File: config.mk
export PLATFORM = sky130hd
export DESIGN_NAME = mux_f_tree_cfg_flat
export DESIGN_NICKNAME = d
export VERILOG_FILES = /design/src/rtl/mux_f_tree_cfg_if.sv /design/src/rtl/mux_f_tree_cfg.sv /design/src/flat_wrapper.sv
export SDC_FILE = /design/constraint.sdc
export NUM_CORES = 1
export LEC_CHECK = 0
export CORE_AREA = 4 4 48 50
export DETAILED_ROUTE_END_ITERATION = 10
export DIE_AREA = 0 0 52 54
export MAX_ROUTING_LAYER = met4
export PLACE_DENSITY = 0.79
export SLEW_MARGIN = 10
export SYNTH_ARGS = -nofsm -noshare
export SYNTH_HDL_FRONTEND = slang
export SYNTH_SLANG_ARGS = --single-unit
File: constraint.sdc
create_clock -name cclk -period 2.25 [get_ports cclk]
set_input_delay 0.225 -clock cclk [delete_from_list [all_inputs] [get_ports cclk]]
set_output_delay 0.225 -clock cclk [all_outputs]
set_load 0.01 [all_outputs]
File: src/rtl/mux_f_tree_cfg_if.sv
// Bundle of the datapath and serial-configuration signals of one mux_f_tree_cfg slice.
// Pure wiring: no storage, no latency.
// No backpressure: configuration is paced by cen/cfg_commit from the master side.
interface mux_f_tree_cfg_if #(
    parameter int NUM_LUTS  = 8,
    parameter int MUX_LEVEL = 3
);
    logic [NUM_LUTS-1:0]  luts_out;
    logic [MUX_LEVEL-1:0] addr;
    logic [NUM_LUTS-1:0]  out;
    logic                 cen;
    logic                 config_in;
    logic                 config_out;
    logic                 cfg_commit;
    logic                 cfg_loaded;
    logic                 cfg_err;

    // Configuration controller / LUT array side
    modport master (
        output luts_out, addr, cen, config_in, cfg_commit,
        input  out, config_out, cfg_loaded, cfg_err
    );

    // Mux tree slice side
    modport slave (
        input  luts_out, addr, cen, config_in, cfg_commit,
        output out, config_out, cfg_loaded, cfg_err
    );
endinterface

File: src/rtl/mux_f_tree_cfg.sv
// CLB output mux tree, one enable bit per node, serial shadow config with atomic commit.
// Latency: out is combinational from luts_out/addr/active (1 cycle when MUX_F_TREE_OUT_REG_EN is defined).
// No backpressure: shifts on cen, commits on cfg_commit; incomplete commits are dropped and flag cfg_err.
module mux_f_tree_cfg #(
    parameter int NUM_LUTS  = 8,
    parameter int MUX_LEVEL = 3
) (
    input  logic               cclk,
    input  logic               rst_n,
    mux_f_tree_cfg_if.slave    bus
);

    localparam int CFG_BITS = NUM_LUTS - 1;
    localparam int CNT_W    = $clog2(CFG_BITS + 1);

    // The tree shape is fixed by NUM_LUTS; a mismatched depth would silently drop LUTs.
    if (NUM_LUTS < 2 || (NUM_LUTS & (NUM_LUTS - 1)) != 0 || MUX_LEVEL != $clog2(NUM_LUTS)) begin : g_bad_param
        $error("mux_f_tree_cfg: NUM_LUTS must be a power of two >= 2 and MUX_LEVEL == log2(NUM_LUTS)");
    end

    logic [CFG_BITS-1:0] r_shadow;
    logic [CFG_BITS-1:0] r_active;
    logic [CNT_W-1:0]    r_cnt;
    logic                r_err;
    logic [CFG_BITS-1:0] w_shadow_nxt;
    logic                w_loaded;
    logic [NUM_LUTS-1:0] w_tree;

    assign w_loaded = (r_cnt == CNT_W'(CFG_BITS));

    // A single-node tree has no lower bits to shift along.
    if (CFG_BITS == 1) begin : g_shift_one
        assign w_shadow_nxt = bus.config_in;
    end else begin : g_shift_many
        assign w_shadow_nxt = {r_shadow[CFG_BITS-2:0], bus.config_in};
    end

    // Shadow shift chain, atomic commit to active, saturating load counter and sticky error.
    always_ff @(posedge cclk) begin
        if (!rst_n) begin
            r_shadow <= '0;
            r_active <= '0;
            r_cnt    <= '0;
            r_err    <= 1'b0;
        end else begin
            // Commit samples the pre-edge shadow, so a same-cycle shift never leaks in.
            if (bus.cfg_commit) begin
                if (w_loaded) begin
                    r_active <= r_shadow;
                end else begin
                    r_err <= 1'b1;
                end
            end
            if (bus.cen) begin
                r_shadow <= w_shadow_nxt;
            end
            // A valid commit restarts the count; a coincident shift counts as the first new bit.
            if (bus.cfg_commit && w_loaded) begin
                r_cnt <= bus.cen ? CNT_W'(1) : '0;
            end else if (bus.cen && !w_loaded) begin
                r_cnt <= r_cnt + 1'b1;
            end
        end
    end

    // Tree levels: each level-k node sits on the group base index; all other bits pass through.
    for (genvar k = 1; k <= MUX_LEVEL; k++) begin : g_lvl
        localparam int OFF  = NUM_LUTS - (NUM_LUTS >> (k - 1));
        localparam int SPAN = 1 << k;
        localparam int HALF = 1 << (k - 1);
        logic [NUM_LUTS-1:0] w_prev;
        logic [NUM_LUTS-1:0] w_val;

        if (k == 1) begin : g_first
            assign w_prev = bus.luts_out;
        end else begin : g_next
            assign w_prev = g_lvl[k-1].w_val;
        end

        for (genvar i = 0; i < NUM_LUTS; i++) begin : g_bit
            if (i % SPAN == 0) begin : g_node
                assign w_val[i] = (r_active[OFF + i / SPAN] && bus.addr[k-1]) ? w_prev[i + HALF] : w_prev[i];
            end else begin : g_pass
                assign w_val[i] = w_prev[i];
            end
        end
    end

    assign w_tree = g_lvl[MUX_LEVEL].w_val;

`ifdef MUX_F_TREE_OUT_REG_EN
    logic [NUM_LUTS-1:0] r_out;

    // Output register for timing closure into the CLB output stage.
    always_ff @(posedge cclk) begin
        if (!rst_n) begin
            r_out <= '0;
        end else begin
            r_out <= w_tree;
        end
    end

    assign bus.out = r_out;
`else
    assign bus.out = w_tree;
`endif

    assign bus.config_out = r_shadow[CFG_BITS-1];
    assign bus.cfg_loaded = w_loaded;
    assign bus.cfg_err    = r_err;

endmodule

File: src/flat_wrapper.sv
// flat-port wrapper written by rule: the top's interface ports become plain ports
module mux_f_tree_cfg_flat 
#(
    parameter int NUM_LUTS  = 8,
    parameter int MUX_LEVEL = 3
)
  (cclk, rst_n, bus_luts_out, bus_addr, bus_cen, bus_config_in, bus_cfg_commit, bus_out, bus_config_out, bus_cfg_loaded, bus_cfg_err);
  mux_f_tree_cfg_if #(.NUM_LUTS(NUM_LUTS), .MUX_LEVEL(MUX_LEVEL)) bus_i ();
  input  logic cclk;
  input  logic rst_n;
  input wire logic [$bits(bus_i.luts_out)-1:0] bus_luts_out;
  input wire logic [$bits(bus_i.addr)-1:0] bus_addr;
  input wire logic [$bits(bus_i.cen)-1:0] bus_cen;
  input wire logic [$bits(bus_i.config_in)-1:0] bus_config_in;
  input wire logic [$bits(bus_i.cfg_commit)-1:0] bus_cfg_commit;
  output wire logic [$bits(bus_i.out)-1:0] bus_out;
  output wire logic [$bits(bus_i.config_out)-1:0] bus_config_out;
  output wire logic [$bits(bus_i.cfg_loaded)-1:0] bus_cfg_loaded;
  output wire logic [$bits(bus_i.cfg_err)-1:0] bus_cfg_err;
  assign bus_i.luts_out = bus_luts_out;
  assign bus_i.addr = bus_addr;
  assign bus_i.cen = bus_cen;
  assign bus_i.config_in = bus_config_in;
  assign bus_i.cfg_commit = bus_cfg_commit;
  assign bus_out = bus_i.out;
  assign bus_config_out = bus_i.config_out;
  assign bus_cfg_loaded = bus_i.cfg_loaded;
  assign bus_cfg_err = bus_i.cfg_err;
  mux_f_tree_cfg #(.NUM_LUTS(NUM_LUTS), .MUX_LEVEL(MUX_LEVEL)) u_core (.cclk(cclk), .rst_n(rst_n), .bus(bus_i));
endmodule
# After elaboration in Yosys (flattened, before gate mapping)
# Index checks and enable logic that the tools add are counted.
# classes
add_sub_neg,1
eq_ne,1
muxes,10
n_bitwise,1
reduce_logical,13
# ops
operator,n
$logic_and 1x1->1,9
$mux 1,8
$mux 3,2
$reduce_and 2->1,2
$add 3x1->3 const B,1
$eq 3x3->1 const B,1
$reduce_bool 2->1,1
$logic_not 1->1,1
$not 1->1,1
# totals
ff_bits,18
inputBits,16
output_inout_bits,11
wordCells,30

# Depth between registers and ports, before layout
# Gate-level depths: netlist of run 1.
# depth
ltp_word,5
ltp_mapped,6
depth_no_buf,6

# Worst setup path before layout of run 1
# OpenSTA, ideal clock, no wires.
# synth_path
kind,reg-to-output
startpoint,register u_core.r_active[3]
endpoint,output port bus_out[0]
t_arrival_ps,1259
t_required_ps,2025
path_slack_ps,766
stages_incl_launch_ff,5
path_buffers,0
path_cell_list,dfxtp_1 nand2_1 mux2_4 mux2_4 mux2_2
# synth_between
elab_chain_len,4
# synth_rtl
element,line,rtl
start: declaration,mux_f_tree_cfg.sv:22,logic [CFG_BITS-1:0] r_active;
start signal: assignment,mux_f_tree_cfg.sv:49,r_active <= r_shadow;
$logic_and 1x1->1,mux_f_tree_cfg.sv:82,assign w_val[i] = (r_active[OFF + i / SPAN] && bus.addr[k-1]) ? w_prev[i + HALF] : w_prev[i];
$mux 1,mux_f_tree_cfg.sv:82,
net bus_out[6],flat_wrapper.sv:16,output wire logic [$bits(bus_i.out)-1:0] bus_out;
$mux 1,mux_f_tree_cfg.sv:82,
net bus_out[4],flat_wrapper.sv:16,
$mux 1,mux_f_tree_cfg.sv:82,
end: declaration,flat_wrapper.sv:16,
# The timed path passes the listed nets, and every way through them passes these cells.

# Worst setup path after layout of run 1
# layout_path
startpoint,input port bus_addr[0]
endpoint,output port bus_out[0]
# layout_between
elab_chain_len,4
word_cells_on_any_way,11
cone_classes,mux (7); reduce/logical (4)
# layout_rtl
element,line,rtl
start: declaration,flat_wrapper.sv:12,input wire logic [$bits(bus_i.addr)-1:0] bus_addr;
$logic_and 1x1->1,mux_f_tree_cfg.sv:82,
$mux 1 (2 in a row),mux_f_tree_cfg.sv:82,
$mux 1 *,mux_f_tree_cfg.sv:82,
# Every way passes the cells marked *; elsewhere a longest branch is shown, timed or not.

==> flow_summary.ini, run 1 <==
[run_status]
status = complete, no violations

[global_route]
antenna_found_initial = 0
grt_start_max_net_pins = 19
busiest_layer = met2
use_met1_pct = 15.1
grt_pass1_vias = 683
grt_remaining_overflow = 0
track_usage_pct = 14.2
grt_pass1_wl_mm = 2.89
grt_util_met2_pct = 23.6
use_met3_pct = 4.71

[detailed_routing]
dr.pass1.iters = 2
routedWlPerCell_um = 11.6
wl_mm = 1.67
route.vias.total = 682
drc_errors = 0
final_antenna_net_count = 0
vias_per_cell = 4.74
drt_iter0_drc = 1

[die]
coreArea_mm2 = 0.00190
die_w_um = 52
die_area_mm2 = 0.00281
initial_core_util_pct = 45.8
num_rows = 16
ios = 27
fp.dieH_um = 54

[yosys]
yosys.cell_types.count = 17
yosysWarnings = 0
synth.avg_cell_area_um2 = 9.36
netlist_instances = 93
syn_area_um2 = 871
ys_ff_latch = 18
ys_seq_area_share_pct = 41.4
synth_nets = 112

[clocking]
cts_root_buffer = clkbuf_4
numCtsBuffers = 3
clkLatencyLatePin_ns = 0.29
cts_setup_buffers = 0
cts_tree = done
cts.clk_slew.worst_paths_ns = 0.10
cts.sinks = 18
clk_path_buf_depth = 2
cts_max_level = 1

[placement]
dpl.hpwl_mm = 1.27
place_congestion = 0.737
io_buffers = 26

[worst_setup_path]
cp-start-kind = primary input
critPathMaxFanout = 4
cp.required_ns = 2.03
r2r_setup_slack_ns = 0.68
critPathKind = in -> out
cp-end-kind = primary output
cp_data_arrival_time_ns = 1.94

[timing]
fin_crit_sh_pct = 96.4
fin_crit_ns = 2.17
hold_ws_ns = 0.474
skew_ns = 0.00311
hold_viol_final = 0
slew_violations = 0
tightest_slew_ns = 0.492
fin_setup_tns_ns = 0
fmax_mhz = 461
relSlewSlack_pct = 67.1
rsz0062_at_grt = no
setup_viol = 0

[pwr]
peakVddDrop_uv = 435
power.density_mw_per_mm2 = 524
power.leakage_nw = 0.445

[layout]
drive_gt1_share_pct = 10.3
syn_to_final_growth_pct = 33.8
diodes = 0
n_fill_cell = 183
nets = 137

[hold_path]
hp-class = reg -> reg

[flow_run]
maxCapViolCount = 0
## critical path: stages
cell and delay, ns:
clkdlybuf4s50_1 0.52, nand2_1 0.08, mux2_4 0.30, mux2_4 0.28, mux2_2 0.26, dlygate4sd2_1 0.28
## routing by layer
layer,vias up,part of all wire [%]
li1,357,-
met1,298,45
met2,25,45
met3,2,8.8
met4,0,0.54
met5,-,0
## Yosys cell counts
library cell | count | share of area, %
mux2i_1 | 9 | 10
nor3_1 | 1 | 0.57
a22oi_1 | 1 | 0.86
dfxtp_1 | 18 | 41
o21ai_0 | 1 | 0.57
clkbuf_1 | 2 | 0.86
a21boi_0 | 8 | 6.9
mux2_4 | 2 | 3.4
nor2b_1 | 10 | 7.2
buf_4 | 4 | 3.4
and2_1 | 1 | 0.72
ha_1 | 3 | 4.3
nand2_1 | 24 | 10
mux2_2 | 5 | 6.5
buf_2 | 1 | 0.57
a21oi_1 | 2 | 1.1
o21a_1 | 1 | 0.86
## stage by stage
stage | power [W] | instances | cell area [µm²] | utilization [%] | worst slack (ns)
after floorplan | 0.000376 | 93 | 871 | - | 0.766
after global placement | 0.000421 | 140 | 1130 | 59.4 | -0.0958
after detailed placement | 0.000423 | 140 | 1130 | 59.4 | -0.120
after CTS | 0.000620 | 144 | 1160 | 61.3 | 0.0715
after global routing | 0.000644 | 144 | 1160 | 61.3 | 0.0129
final | 0.000610 | 144 | 1160 | 61.3 | 0.0807
## layout by cell type, fill, tap and decap left out
cell / n
nor3_1: 1
clkbuf_4: 3
a22oi_1: 1
mux2i_1: 9
o21a_1: 1
o21ai_0: 1
dlygate4sd2_1: 1
clkdlybuf4s50_1: 25
nand2_1: 24
mux2_4: 2
buf_4: 1
clkbuf_8: 1
nor2b_1: 10
mux2_2: 5
a21boi_0: 8
ha_1: 3
and2_1: 1
dfxtp_1: 18
a21oi_1: 2
## logic make-up after synthesis
family / after synthesis / synth area share [%]
AO/OA/AOI/OAI: 13 / 10.3
flip-flops: 18 / 41.4
buffers and inverters: 7 / 4.88
adder cells (fa/ha/maj): 3 / 4.31
AND/OR/NAND/NOR: 36 / 18.8
multiplexers: 16 / 20.3
## area by class of cell
class / instances / area, µm² / share of cell area [%]
timing repair buffer: 27 / 267 / 22.9
clock buffer: 4 / 36.3 / 3.11
tap: 27 / 33.8 / 2.90
multi-input combinational: 68 / 468 / 40.2
sequential: 18 / 360 / 30.9
## power breakdown
group / switching [W] / leakage, nW / internal (W)
sequential: 0.00000469 / 0.146 / 0.000325
clock: 0.0000968 / 0.0210 / 0.0000985
combinational: 0.0000288 / 0.278 / 0.0000563
## repair_timing
item,4_1_cts,5_1_grt
endpoints found under the setup margin,1,0
resized for setup,1,0
hold buffers,0,0
## final timing paths
check                                                     start                              end  cells past startpoint
worst min register to register  u_core.r_active[3]$_SDFFE_PN0P_  u_core.r_active[3]$_SDFFE_PN0P_                      2
worst min-delay path            u_core.r_active[3]$_SDFFE_PN0P_  u_core.r_active[3]$_SDFFE_PN0P_                      2
worst max register to register     u_core.r_cnt[0]$_SDFFE_PN0P_     u_core.r_cnt[2]$_SDFFE_PN0P_                      6
worst max-delay path                                bus_addr[0]                       bus_out[0]                      6
## flip-flops by register name (all words and copies together), names as in the netlist
signal / flops
u_core.bus.cfg_err: 1
u_core.r_active: 7
u_core.r_shadow: 7
u_core.r_cnt: 3
Power figures use the tool's default switching activity.
==> inputs of run 2 (changes only) <==
--- a/config.mk
+++ b/config.mk
@@ -5,6 +5,7 @@
 export SDC_FILE = /design/constraint.sdc
 export NUM_CORES = 1
 export LEC_CHECK = 0
+export CAP_MARGIN = 25
 export CORE_AREA = 4 4 48 50
 export DETAILED_ROUTE_END_ITERATION = 10
 export DIE_AREA = 0 0 52 54
==> results of run 2 <==
No change in the layout: final DEF, timing and power equal those of run 1.
==> inputs of run 3 (changes only) <==
--- a/config.mk
+++ b/config.mk
@@ -6,12 +6,13 @@
 export NUM_CORES = 1
 export LEC_CHECK = 0
 export CAP_MARGIN = 25
-export CORE_AREA = 4 4 48 50
+export CORE_AREA = 4 4 47 49
+export CTS_BUF_LIST = sky130_fd_sc_hd__clkbuf_4
 export DETAILED_ROUTE_END_ITERATION = 10
-export DIE_AREA = 0 0 52 54
+export DIE_AREA = 0 0 51 53
 export MAX_ROUTING_LAYER = met4
-export PLACE_DENSITY = 0.79
-export SLEW_MARGIN = 10
+export PLACE_DENSITY = 0.82
+export SLEW_MARGIN = 5
 export SYNTH_ARGS = -nofsm -noshare
 export SYNTH_HDL_FRONTEND = slang
 export SYNTH_SLANG_ARGS = --single-unit
==> flow_summary.ini, run 3 (synthesis results as in run 1) <==
[timing]
tightest_slew_ns = 0.493
relSlewSlack_pct = 67.1
hold_viol_final = 0
fin_crit_ns = 2.05
skew_ns = 0.00124
slew_violations = 0
rsz0062_at_grt = no
hold_ws_ns = 0.473
fin_crit_sh_pct = 91.0
fmax_mhz = 488
setup_viol = 0

[hold_path]
hp-class = reg -> reg

[clocking]
cts_max_level = 1
cts.clk_slew.worst_paths_ns = 0.10
cts.sinks = 18
clk_path_buf_depth = 2
cts_root_buffer = clkbuf_4
clkLatencyLatePin_ns = 0.29
numCtsBuffers = 3
cts_setup_buffers = 0
cts_tree = done
holdBufCountCts = 0

[pwr]
power_frac_comb_pct = 14.8
peakVddDrop_uv = 377
internal_power_w = 0.000445
power.density_mw_per_mm2 = 498
p_seq_share_pct = 57.1
p_total_w = 0.000577
power.leakage_nw = 0.448
p_sw_w = 0.000131
p_clk_share_pct = 28.1
swShare_pct = 22.8

[detailed_routing]
route.vias.total = 682
final_antenna_net_count = 0
drt_iter0_drc = 2
vias_per_cell = 4.74
dr.pass1.iters = 4
routedWlPerCell_um = 11.0
wl_mm = 1.59
drc_errors = 0

[die]
coreArea_mm2 = 0.00186
fp.dieH_um = 53
initial_core_util_pct = 46.8
die_w_um = 51
ios = 27
num_rows = 16
die_area_mm2 = 0.00270

[worst_setup_path]
cp-end-kind = primary output
cp_data_arrival_time_ns = 1.82
cp.required_ns = 2.03
critPathMaxFanout = 2
cp-start-kind = register
critPathKind = reg -> out
r2r_setup_slack_ns = 0.69

[layout]
final_util_pct = 62.2
nets = 137
drive_gt1_share_pct = 9.40
n_fill_cell = 161
diodes = 0
largestRegisters = u_core.r_active (7), u_core.r_shadow (7), u_core.r_cnt (3)
syn_to_final_growth_pct = 32.9
final_area_mm2 = 0.00116
final_cell_mix = nand2_1 (24), clkdlybuf4s50_1 (24), dfxtp_1 (18)

[global_route]
track_usage_pct = 12.5
antenna_found_initial = 0
grt_remaining_overflow = 0
grt_start_max_net_pins = 19
grt_pass1_wl_mm = 2.54
grt_pass1_vias = 596

[run_status]
status = complete, no violations

[flow_run]
maxCapViolCount = 0

[placement]
placed_area_mm2 = 0.00113
io_buffers = 26
place_congestion = 0.671
dpl.hpwl_mm = 1.25
-- run 3: cell types whose count changed in the layout (fill, tap and decap cells not counted) --
cell,delta
dlymetal6s2s_1,+1
clkdlybuf4s50_1,-1
clkinv_1,+1
clkbuf_8,-1
-- run 3: through the flow --
stage	cells	setup TNS, ns	worst slack (ns)
2_1_floorplan	93	0	0.766
3_3_place_gp	140	-0.107	-0.107
3_5_place_dp	140	-0.161	-0.161
4_1_cts	144	0	0.0323
5_1_grt	144	0	0.130
6_report	144	0	0.203
-- run 3: power by group through the flow --
stage                      logic, W  clock network, W  registers [W]
final                     0.0000853          0.000162       0.000329
after global routing      0.0000917          0.000175       0.000330
after CTS                 0.0000863          0.000169       0.000329
after detailed placement  0.0000866                 0       0.000337
after global placement    0.0000846                 0       0.000336
after floorplan           0.0000396                 0       0.000336
-- run 3: final timing paths --
path,endpoint,cells past startpoint,start
worst max-delay path,bus_out[0],5,u_core.r_active[3]$_SDFFE_PN0P_
worst min-delay path,u_core.r_active[1]$_SDFFE_PN0P_,2,u_core.r_active[1]$_SDFFE_PN0P_
worst max register to register,u_core.r_cnt[2]$_SDFFE_PN0P_,6,u_core.r_cnt[0]$_SDFFE_PN0P_
worst min register to register,u_core.r_active[1]$_SDFFE_PN0P_,2,u_core.r_active[1]$_SDFFE_PN0P_
-- run 3: layer usage --
layer  global-route usage, %  wire length (µm)  up-vias
li1                        -                 -      357
met1                    16.4               785      297
met2                    18.9               655       26
met3                    1.97               128        2
met4                    5.38                19        0
met5                       -                 0        -
-- run 3: worst max-delay path: stages (launching register included) --
cell and delay (ns):
dfxtp_1 0.34, nand2_1 0.07, mux2_4 0.30, mux2_4 0.27, mux2_2 0.26, dlygate4sd2_1 0.28
-- run 3: repair_timing --
| action | CTS | global route |
|---|---|---|
| endpoints found under the setup margin | 1 | 1 |
| cloned | 0 | 0 |
| gates resized for setup | 1 | 1 |
-- run 3: cell type report --
class	count	area [µm²]	share of cell area, %
Clock buffer	3	22.5	1.95
Clock inverter	1	3.75	0.324
Multi-Input combinational cell	68	468	40.4
Sequential cell	18	360	31.1
Tap cell	27	33.8	2.92
Timing Repair Buffer	27	269	23.2
